[config.mk]
export PLATFORM = sky130hd
export DESIGN_NAME = rhs_stim_sequencer
export DESIGN_NICKNAME = d
export VERILOG_FILES = /design/src/rtl/rhs_stim_pkg.sv /design/src/rtl/rhs_tick_gen.sv /design/src/rtl/rhs_stim_sequencer.sv
export SDC_FILE = /design/constraint.sdc
export NUM_CORES = 1
export LEC_CHECK = 0
export ABC_AREA = 1
export ABC_CLOCK_PERIOD_IN_PS = 3250
export CORE_ASPECT_RATIO = 0.5
export CORE_MARGIN = 2
export CORE_UTILIZATION = 50
export CTS_CLUSTER_SIZE = 20
export DETAILED_ROUTE_END_ITERATION = 8
export PLACE_DENSITY_LB_ADDON = 0.08
export SLEW_MARGIN = 20
export SYNTH_ARGS = -nofsm -noshare
export SYNTH_HDL_FRONTEND = slang
export SYNTH_SLANG_ARGS = --single-unit
[constraint.sdc]
create_clock -name aclk -period 3.25 [get_ports aclk]
set_input_delay 0.65 -clock aclk [delete_from_list [all_inputs] [get_ports aclk]]
set_output_delay 0.65 -clock aclk [all_outputs]
set_load 0.01 [all_outputs]
[src/rtl/rhs_stim_pkg.sv]
// Shared types and constants for the RHS stimulation pulse-train sequencer.
package rhs_stim_pkg;

  typedef enum logic [2:0] {
    ST_IDLE,
    ST_LOAD,
    ST_PH_A,
    ST_PH_B,
    ST_GAP,
    ST_DONE
  } state_t;

  localparam logic [1:0] PH_OFF = 2'b00;
  localparam logic [1:0] PH_A   = 2'b01;
  localparam logic [1:0] PH_B   = 2'b10;

  localparam logic [1:0] CFG_CH  = 2'd0;
  localparam logic [1:0] CFG_PW  = 2'd1;
  localparam logic [1:0] CFG_DLY = 2'd2;
  localparam logic [1:0] CFG_CNT = 2'd3;

  localparam int unsigned CFG_POS_LSB = 0;
  localparam int unsigned CFG_NEG_LSB = 5;
  localparam int unsigned CFG_BIP_BIT = 10;
  localparam int unsigned CFG_EN_BIT  = 11;
  localparam int unsigned CFG_INF_BIT = 12;

  function automatic int unsigned slot_w(input int unsigned n);
    return (n > 1) ? $clog2(n) : 1;
  endfunction

endpackage

[src/rtl/rhs_tick_gen.sv]
// Tick prescaler: one-cycle tick every TICK_DIV cycles, phase-aligned to the
// cycle in which restart is asserted (that cycle counts as cycle 0).
module rhs_tick_gen #(
  parameter int unsigned TICK_DIV = 2800
) (
  input  logic aclk,
  input  logic aresetn,
  input  logic restart,
  output logic tick
);

  localparam int unsigned CW = (TICK_DIV > 1) ? $clog2(TICK_DIV) : 1;

  logic [CW-1:0] cnt;

  always_ff @(posedge aclk or negedge aresetn) begin
    if (!aresetn) begin
      cnt <= '0;
    end else if (restart) begin
      cnt <= (TICK_DIV > 1) ? CW'(1) : '0;
    end else if (cnt == CW'(TICK_DIV - 1)) begin
      cnt <= '0;
    end else begin
      cnt <= cnt + 1'b1;
    end
  end

  // The stale count is ignored in the restart cycle unless every cycle ticks.
  assign tick = (cnt == CW'(TICK_DIV - 1)) && (!restart || (TICK_DIV == 1));

endmodule

[src/rtl/rhs_stim_sequencer.sv]
// Multi-slot stimulation pulse-train sequencer: runs enabled slots in ascending
// order and drives the channel/phase/strobe interface of the SPI command generator.
module rhs_stim_sequencer
  import rhs_stim_pkg::*;
#(
  parameter int unsigned NUM_SLOTS = 4,
  parameter int unsigned CH_W      = 5,
  parameter int unsigned TIME_W    = 16,
  parameter int unsigned CNT_W     = 10,
  parameter int unsigned TICK_DIV  = 2800
) (
  input  logic                         aclk,
  input  logic                         aresetn,
  input  logic                         cfg_we,
  input  logic [slot_w(NUM_SLOTS)-1:0] cfg_slot,
  input  logic [1:0]                   cfg_field,
  input  logic [31:0]                  cfg_wdata,
  input  logic                         stim_en,
  output logic                         stim_active,
  output logic [1:0]                   stim_phase,
  output logic [CH_W-1:0]              stim_pos_ch,
  output logic [CH_W-1:0]              stim_neg_ch,
  output logic                         stim_bipolar,
  output logic [slot_w(NUM_SLOTS)-1:0] stim_slot,
  output logic                         stim_update,
  output logic                         stim_done
);

  localparam int unsigned SW = slot_w(NUM_SLOTS);

  logic [CH_W-1:0]      pos_r [NUM_SLOTS];
  logic [CH_W-1:0]      neg_r [NUM_SLOTS];
  logic [TIME_W-1:0]    pw_r  [NUM_SLOTS];
  logic [TIME_W-1:0]    dly_r [NUM_SLOTS];
  logic [CNT_W-1:0]     cnt_r [NUM_SLOTS];
  logic [NUM_SLOTS-1:0] bip_r, en_r, inf_r;

  logic cfg_unused;
  assign cfg_unused = &{1'b0, cfg_wdata};

  always_ff @(posedge aclk or negedge aresetn) begin
    if (!aresetn) begin
      for (int unsigned i = 0; i < NUM_SLOTS; i++) begin
        pos_r[i] <= '0;
        neg_r[i] <= '0;
        pw_r[i]  <= '0;
        dly_r[i] <= '0;
        cnt_r[i] <= '0;
      end
      bip_r <= '0;
      en_r  <= '0;
      inf_r <= '0;
    end else if (cfg_we && (32'(cfg_slot) < NUM_SLOTS)) begin
      case (cfg_field)
        CFG_CH: begin
          pos_r[cfg_slot] <= cfg_wdata[CFG_POS_LSB +: CH_W];
          neg_r[cfg_slot] <= cfg_wdata[CFG_NEG_LSB +: CH_W];
          bip_r[cfg_slot] <= cfg_wdata[CFG_BIP_BIT];
          en_r[cfg_slot]  <= cfg_wdata[CFG_EN_BIT];
          inf_r[cfg_slot] <= cfg_wdata[CFG_INF_BIT];
        end
        CFG_PW:  pw_r[cfg_slot]  <= cfg_wdata[TIME_W-1:0];
        CFG_DLY: dly_r[cfg_slot] <= cfg_wdata[TIME_W-1:0];
        default: cnt_r[cfg_slot] <= cfg_wdata[CNT_W-1:0];
      endcase
    end
  end

  state_t            state;
  logic              en_q;
  logic              entry;
  logic              tick;
  logic [SW:0]       idx;
  logic [TIME_W-1:0] tcnt;
  logic [CNT_W-1:0]  pcnt;
  logic [TIME_W-1:0] sh_pw, sh_dly;
  logic [CNT_W-1:0]  sh_cnt;
  logic              sh_inf;
  logic              found;
  logic [SW-1:0]     sel;
  logic [TIME_W-1:0] pw_m1, dly_m1;

  rhs_tick_gen #(.TICK_DIV(TICK_DIV)) u_tick (
    .aclk    (aclk),
    .aresetn (aresetn),
    .restart (entry),
    .tick    (tick)
  );

  always_comb begin
    found = 1'b0;
    sel   = '0;
    for (int unsigned i = 0; i < NUM_SLOTS; i++) begin
      if (!found && en_r[i] && (i >= 32'(idx))) begin
        found = 1'b1;
        sel   = SW'(i);
      end
    end
  end

  assign pw_m1  = (sh_pw == '0) ? '0 : sh_pw - 1'b1;
  assign dly_m1 = sh_dly - 1'b1;

  always_ff @(posedge aclk or negedge aresetn) begin
    if (!aresetn) begin
      state        <= ST_IDLE;
      en_q         <= 1'b0;
      entry        <= 1'b0;
      idx          <= '0;
      tcnt         <= '0;
      pcnt         <= '0;
      sh_pw        <= '0;
      sh_dly       <= '0;
      sh_cnt       <= '0;
      sh_inf       <= 1'b0;
      stim_active  <= 1'b0;
      stim_phase   <= PH_OFF;
      stim_pos_ch  <= '0;
      stim_neg_ch  <= '0;
      stim_bipolar <= 1'b0;
      stim_slot    <= '0;
      stim_update  <= 1'b0;
      stim_done    <= 1'b0;
    end else begin
      en_q        <= stim_en;
      entry       <= 1'b0;
      stim_update <= 1'b0;
      if ((state != ST_IDLE) && !stim_en) begin
        state       <= ST_IDLE;
        entry       <= 1'b1;
        stim_phase  <= PH_OFF;
        stim_update <= (stim_phase != PH_OFF);
        stim_active <= 1'b0;
        stim_done   <= 1'b0;
      end else begin
        case (state)
          ST_IDLE: begin
            if (stim_en && !en_q) begin
              state       <= ST_LOAD;
              entry       <= 1'b1;
              idx         <= '0;
              stim_active <= 1'b1;
              stim_done   <= 1'b0;
            end
          end
          ST_LOAD: begin
            if (found) begin
              state        <= ST_PH_A;
              entry        <= 1'b1;
              idx          <= {1'b0, sel};
              tcnt         <= '0;
              pcnt         <= '0;
              sh_pw        <= pw_r[sel];
              sh_dly       <= dly_r[sel];
              sh_cnt       <= cnt_r[sel];
              sh_inf       <= inf_r[sel];
              stim_slot    <= sel;
              stim_pos_ch  <= pos_r[sel];
              stim_neg_ch  <= neg_r[sel];
              stim_bipolar <= bip_r[sel];
              stim_phase   <= PH_A;
              stim_update  <= 1'b1;
            end else begin
              state       <= ST_DONE;
              entry       <= 1'b1;
              stim_phase  <= PH_OFF;
              stim_update <= (stim_phase != PH_OFF);
              stim_active <= 1'b0;
              stim_done   <= 1'b1;
            end
          end
          ST_PH_A: begin
            if (tick) begin
              if (tcnt == pw_m1) begin
                state       <= ST_PH_B;
                entry       <= 1'b1;
                tcnt        <= '0;
                stim_phase  <= PH_B;
                stim_update <= 1'b1;
              end else begin
                tcnt <= tcnt + 1'b1;
              end
            end
          end
          ST_PH_B: begin
            if (tick) begin
              if (tcnt == pw_m1) begin
                tcnt  <= '0;
                entry <= 1'b1;
                // Outputs hold phase B through LOAD; the next entry decides the strobe.
                if ((pcnt == sh_cnt) && !sh_inf) begin
                  state <= ST_LOAD;
                  idx   <= idx + 1'b1;
                end else begin
                  pcnt        <= pcnt + 1'b1;
                  stim_update <= 1'b1;
                  if (sh_dly == '0) begin
                    state      <= ST_PH_A;
                    stim_phase <= PH_A;
                  end else begin
                    state      <= ST_GAP;
                    stim_phase <= PH_OFF;
                  end
                end
              end else begin
                tcnt <= tcnt + 1'b1;
              end
            end
          end
          ST_GAP: begin
            if (tick) begin
              if (tcnt == dly_m1) begin
                state       <= ST_PH_A;
                entry       <= 1'b1;
                tcnt        <= '0;
                stim_phase  <= PH_A;
                stim_update <= 1'b1;
              end else begin
                tcnt <= tcnt + 1'b1;
              end
            end
          end
          ST_DONE: begin
            state <= ST_DONE;
          end
          default: begin
            state <= ST_IDLE;
          end
        endcase
      end
    end
  end

endmodule

**Yosys cells after proc, flatten, opt, wreduce, memory -nomap -nowiden**

Cells that the tools add are included.
Widths: inputs -> output; s select.

- Register bits: 327
- Bits in latches: 0
- Memory bits (writable): 0
- Bits in read-only memories: 0
- Bits of input ports: 40
- Output and inout bits: 18
- Memories kept: 0

- Add/sub/neg operators: 6
- Multiply operators: 0
- Div/mod/pow operators: 0
- Order comparisons: 10
- Equality and inequality tests: 28
- Shift-type cells: 0
- Mux-type cells: 106
- Bitwise gates (word level): 4
- Reduce and logical (&&, ||, !) cells: 44

Operator list:

| cell | count |
|---|---|
| $mux 16 | 11 |
| $bwmux 64 | 2 |
| $mux 10 | 7 |
| $bmux 16 s2 | 2 |
| $mux 3 | 16 |
| $pmux 16 s3 | 1 |
| $bwmux 20 | 2 |
| $bwmux 40 | 1 |
| $demux 16 s2 | 1 |
| $eq 16x16->1 | 2 |
| $logic_not 16->1 | 2 |
| $sub 16x1->16 const B | 2 |
| $mux 1 | 27 |
| $ne 3x3->1 const B | 9 |
| $mux 5 | 5 |
| $mux 12 | 2 |
| $bmux 10 s2 | 1 |
| $bmux 5 s2 | 2 |
| $demux 10 s2 | 1 |
| $mux 2 | 10 |
| $pmux 10 s2 | 1 |
| $pmux 3 s6 | 1 |
| $add 16x1->16 const B | 1 |
| $ne 2x2->1 const B | 7 |
| 42 further kinds | 82 |

**Longest topological paths before layout**

- Depth after elaboration: 19
- Mapped depth: 20
- Depth with buffers taken out: 18

**Cells and area by module**

A second synthesis with hierarchy kept.

- Cell total of the unflattened synthesis: 2075
- Area total of the unflattened synthesis: 16384.5 µm²

Modules (own cells, without submodules):

| module | instances | cells each | area each (µm²) |
|---|---|---|---|
| rhs_stim_sequencer | 1 | 1990 | 15682.5 |
| rhs_tick_gen | 1 | 85 | 701.9 |

**Least setup slack after synthesis**

OpenSTA, ideal clock, no wires.

- Path type: reg-to-reg
- Start: register sh_dly[0]
- End: register tcnt[7]
- Arrival time: 2.161 ns
- Path slack: 0.977 ns
- Stages on the path, launching flop included: 18
- Path buffers: 1
- Period minus slack after synthesis: 2.273 ns
- Cell sequence: dfrtp_1 inv_1 ha_1 nand3_2 nor2_1 nand2_1 nor2_1 xnor2_1 nand2_1 nor3_1 nand3_1 nand2_1 inv_1 nor2_4 nand2_2 buf_6 nand3_2 inv_2

- Longest elaborated chain between the ends: 5

Ends and longest elaborated chain:

| what | RTL line | RTL |
|---|---|---|
| from (decl) | rhs_stim_sequencer.sv:76 | `logic [TIME_W-1:0] sh_pw, sh_dly;` |
| from (signal assigned) | rhs_stim_sequencer.sv:154 | `sh_dly <= dly_r[sel];` |
| $sub 16x1->16 | rhs_stim_sequencer.sv:102 | `assign dly_m1 = sh_dly - 1'b1;` |
| $eq 16x16->1 | rhs_stim_sequencer.sv:212 | `if (tcnt == dly_m1) begin` |
| $mux 16 | rhs_stim_sequencer.sv:212 |  |
| $mux 16 | rhs_stim_sequencer.sv:211 | `if (tick) begin` |
| $pmux 16 s3 | rhs_stim_sequencer.sv:136 | `case (state)` |
| to (signal assigned) | rhs_stim_sequencer.sv:181 | `tcnt <= tcnt + 1'b1;` |
| to (signal assigned) | rhs_stim_sequencer.sv:206 | `tcnt <= tcnt + 1'b1;` |
| to (signal assigned) | rhs_stim_sequencer.sv:219 | `tcnt <= tcnt + 1'b1;` |
| to (decl) | rhs_stim_sequencer.sv:74 | `logic [TIME_W-1:0] tcnt;` |

No other way between the ends. The select of a mux whose other input is x is not followed.
A chain may end at the register's enable or synchronous reset.

**Worst setup path in the final report**

- Start: register sh_dly[0]
- End: register tcnt[15]

The elaborated chain is that of the path after synthesis.

==> out/qor.yml <==
status: "finished clean"
finalCritPeriodShare_pct: 87.7
die_h_um: 130
synth_edf_count: 0
clk_pin_slew_ps: 70
fillers: 2970
postCtsHoldBufs: 0
avgSynthCellArea_um2: 7.95
postRouteAntennaNets: 0
power_mw: 15.1
ff2ff_setup_slack_ps: 400
synth_ff_type: "dfrtp_1"
relSlewSlack_pct: 50.7
synth_area_leader_cell: "dfrtp_1"
area_growth_pct: 12.8
grt-ovfl-total: 0
num_rows: 46
p_per_area_nw_per_um2: 844
grt_max_degree: 86
drive_above_1_share_pct: 7.13
syn_nets: 2041
drtPass1Iterations: 5
totalWireLength_um: 42000
total_leakage_power_nw: 8.34
rsz0062_at_grt: "no"
htree_levels: 1
yosys_warnings: 0
peakVddDrop_mv: 0.478
post-route-drc-count: 0
tns_ps: 0
clock_sinks: 327
hold_violations: 0
die_w_um: 256
worst_pin_slew_ps: 738
antennaDiodeCount: 0
cts_made_buffers: 30
yosysTopAreaCellShare_pct: 51.6
pin_count: 58
maxCapViolCount: 0
cts_tree: "done"
numPortBuffers: 41
grt_util_all_layers_pct: 25.8
cts_setup_buffers: 0
crit_path_end_kind: "flop"
grt_pass1_wl_um: 68000
place_congestion: 0.875
maxSlewViolCount: 0
hpwlAfterDp_um: 27200
fin_cells: 2452
cp_max_fo: 13
vias_per_cell: 5.42
core_um2: 31400
timing.fmax_mhz: 351
crit_path_start_kind: "flop"
antenna_found_initial: 0
setup_ws_ps: 400
cts_resized: 0
layout.nets: 2046
cp.required_ps: 3720
setup_viol: 0
synth_cell_type_count: 42
worst-setup-path-type: "reg2reg"
ys_ff_latch: 327
synthTopCellsByArea: "dfrtp_1, o21ai_0, nand2_1, nor2_1, inv_1"
syn_inst: 1993
drt_iter0_drc: 1217
clockBufferDepth: 3
async_flop_share_pct: 100
clock_latency_ps: 590
wl_per_cell_um: 17.1
fin_util_pct: 56.9
cts-root-buf: "clkbuf_16"
placed_cells: 2398
synth.cell_area_um2: 15900
yosysSeqAreaShare_pct: 51.6
finalClockSkew_ps: 12.8
vias: 13300
grt_pass1_vias: 12200
fp.dieArea_um2: 33200
hp-class: "in2async"
arrival_ps: 3320
place_ws_ps: 434
layout_min_cycle_time_ps: 2850
start_util_pct: 50.4
==> power by group <==
part | switching [mW] | total (mW) | internal, mW
sequential | 0.696 | 5.75 | 5.05
combinational | 3.44 | 5.42 | 1.97
clock | 1.63 | 3.92 | 2.29
total | 5.77 | 15.1 | 9.32
==> cell usage after synthesis, types with 8 or more instances <==
library cell / n
nand3_2: 13
nor4_1: 8
o22ai_1: 59
xor2_1: 29
a21oi_1: 11
inv_2: 12
nand3_1: 85
nor3_1: 24
clkbuf_1: 89
buf_2: 11
ha_1: 8
o21ai_0: 390
nand2_1: 508
dfrtp_1: 327
nor2_2: 9
nor2_1: 206
nand4_1: 19
inv_1: 125
==> worst paths after layout <==
| path | from | end | cells after the start |
|---|---|---|---|
| max in group asynchronous | aresetn | pcnt[0] | 2 |
| min in group aclk | entry | u_tick.cnt[2] | 1 |
| worst max register to register | sh_dly[0] | tcnt[15] | 17 |
| worst min-delay path | aresetn | stim_neg_ch[1] | 1 |
| worst min register to register | entry | u_tick.cnt[2] | 1 |
| worst max-delay path | sh_dly[0] | tcnt[15] | 17 |
==> critical path, stage by stage (launching register included) <==
cell	delay [ps]
dfrtp_1	400
inv_1	120
ha_1	240
nand3_2	120
nor2_1	190
nand2_1	150
nor2_1	180
nand2_1	90
nand2_1	60
nand2_1	50
nor3_1	140
nand3_1	180
nand2_1	150
inv_1	80
nor2_4	130
nand2_2	240
nand3_1	170
inv_1	50
==> placed cells by master (no fill, tap or decap), types with 2 or more instances in the layout <==
cell,instances
and2_1,2
clkbuf_1,3
inv_2,12
nand2_1,508
nand3b_1,2
or2_1,2
o21bai_1,2
clkinvlp_4,4
nand3_1,85
o21ai_1,7
nor2_4,4
clkinv_2,7
o31ai_1,2
o21ai_0,390
nand3_2,13
dfrtp_1,327
nor3b_1,2
nand2_2,4
clkbuf_16,30
nor4_1,8
a211oi_1,3
nor3_1,24
xnor2_1,7
and3_1,2
ha_1,8
clkbuf_8,5
o22ai_1,59
buf_4,31
nor2_2,9
buf_12,10
xor2_1,29
a21oi_1,11
clkdlybuf4s50_1,40
nor2_1,205
inv_1,123
clkinv_1,3
nand4_1,19
bufinv_16,6
==> area by class of cell <==
type,instances,area (µm²),area share (%)
sequential,327,8180,45.8
clock buffer,38,831,4.65
multi-input combinational,1417,6690,37.4
timing repair buffer,82,848,4.74
inverter,140,528,2.95
tap,432,541,3.02
clock inverter,16,265,1.48
==> through the flow <==
stage / instance area [µm²] / hold slack [ps]
floorplan: 15900 / 354
global placement: 16800 / 460
detailed placement: 16800 / 463
CTS: 17900 / 60.3
global route: 17900 / 66.0
finish: 17900 / 33.0
==> per-layer routing <==
layer  up-vias  global-route usage (%)  part of all wire [%]
met2       355                    37.9                    41
met5         -                       0                     0
met1      6320                    40.0                    51
met4         0                    4.71                   1.5
li1       6568                       -                     -
met3        46                    4.62                   6.7
==> state kept, by name (all words and copies together), names as in the netlist, 3 cells and up <==
register and cells:
idx 3, dly_r 64, inf_r 4, sh_dly 16
tcnt 16, state 3, cnt_r 40, u_tick.cnt 12
bip_r 4, sh_pw 16, pw_r 64, en_r 4
sh_cnt 10, pcnt 10, stim_neg_ch 5, pos_r 20
stim_pos_ch 5, neg_r 20
==> kinds of logic (layout without fill, tap and decap cells) <==
logic type | count (synthesis) | in the layout | synth area share [%]
simple gates | 894 | 894 | 23.7
compound gates | 479 | 479 | 15.8
flops | 327 | 327 | 51.6
buf+inv | 249 | 276 | 6.30
xor+xnor | 36 | 36 | 1.99
fa+ha+maj | 8 | 8 | 0.632
No activity file was read; power rests on OpenSTA's default activity.
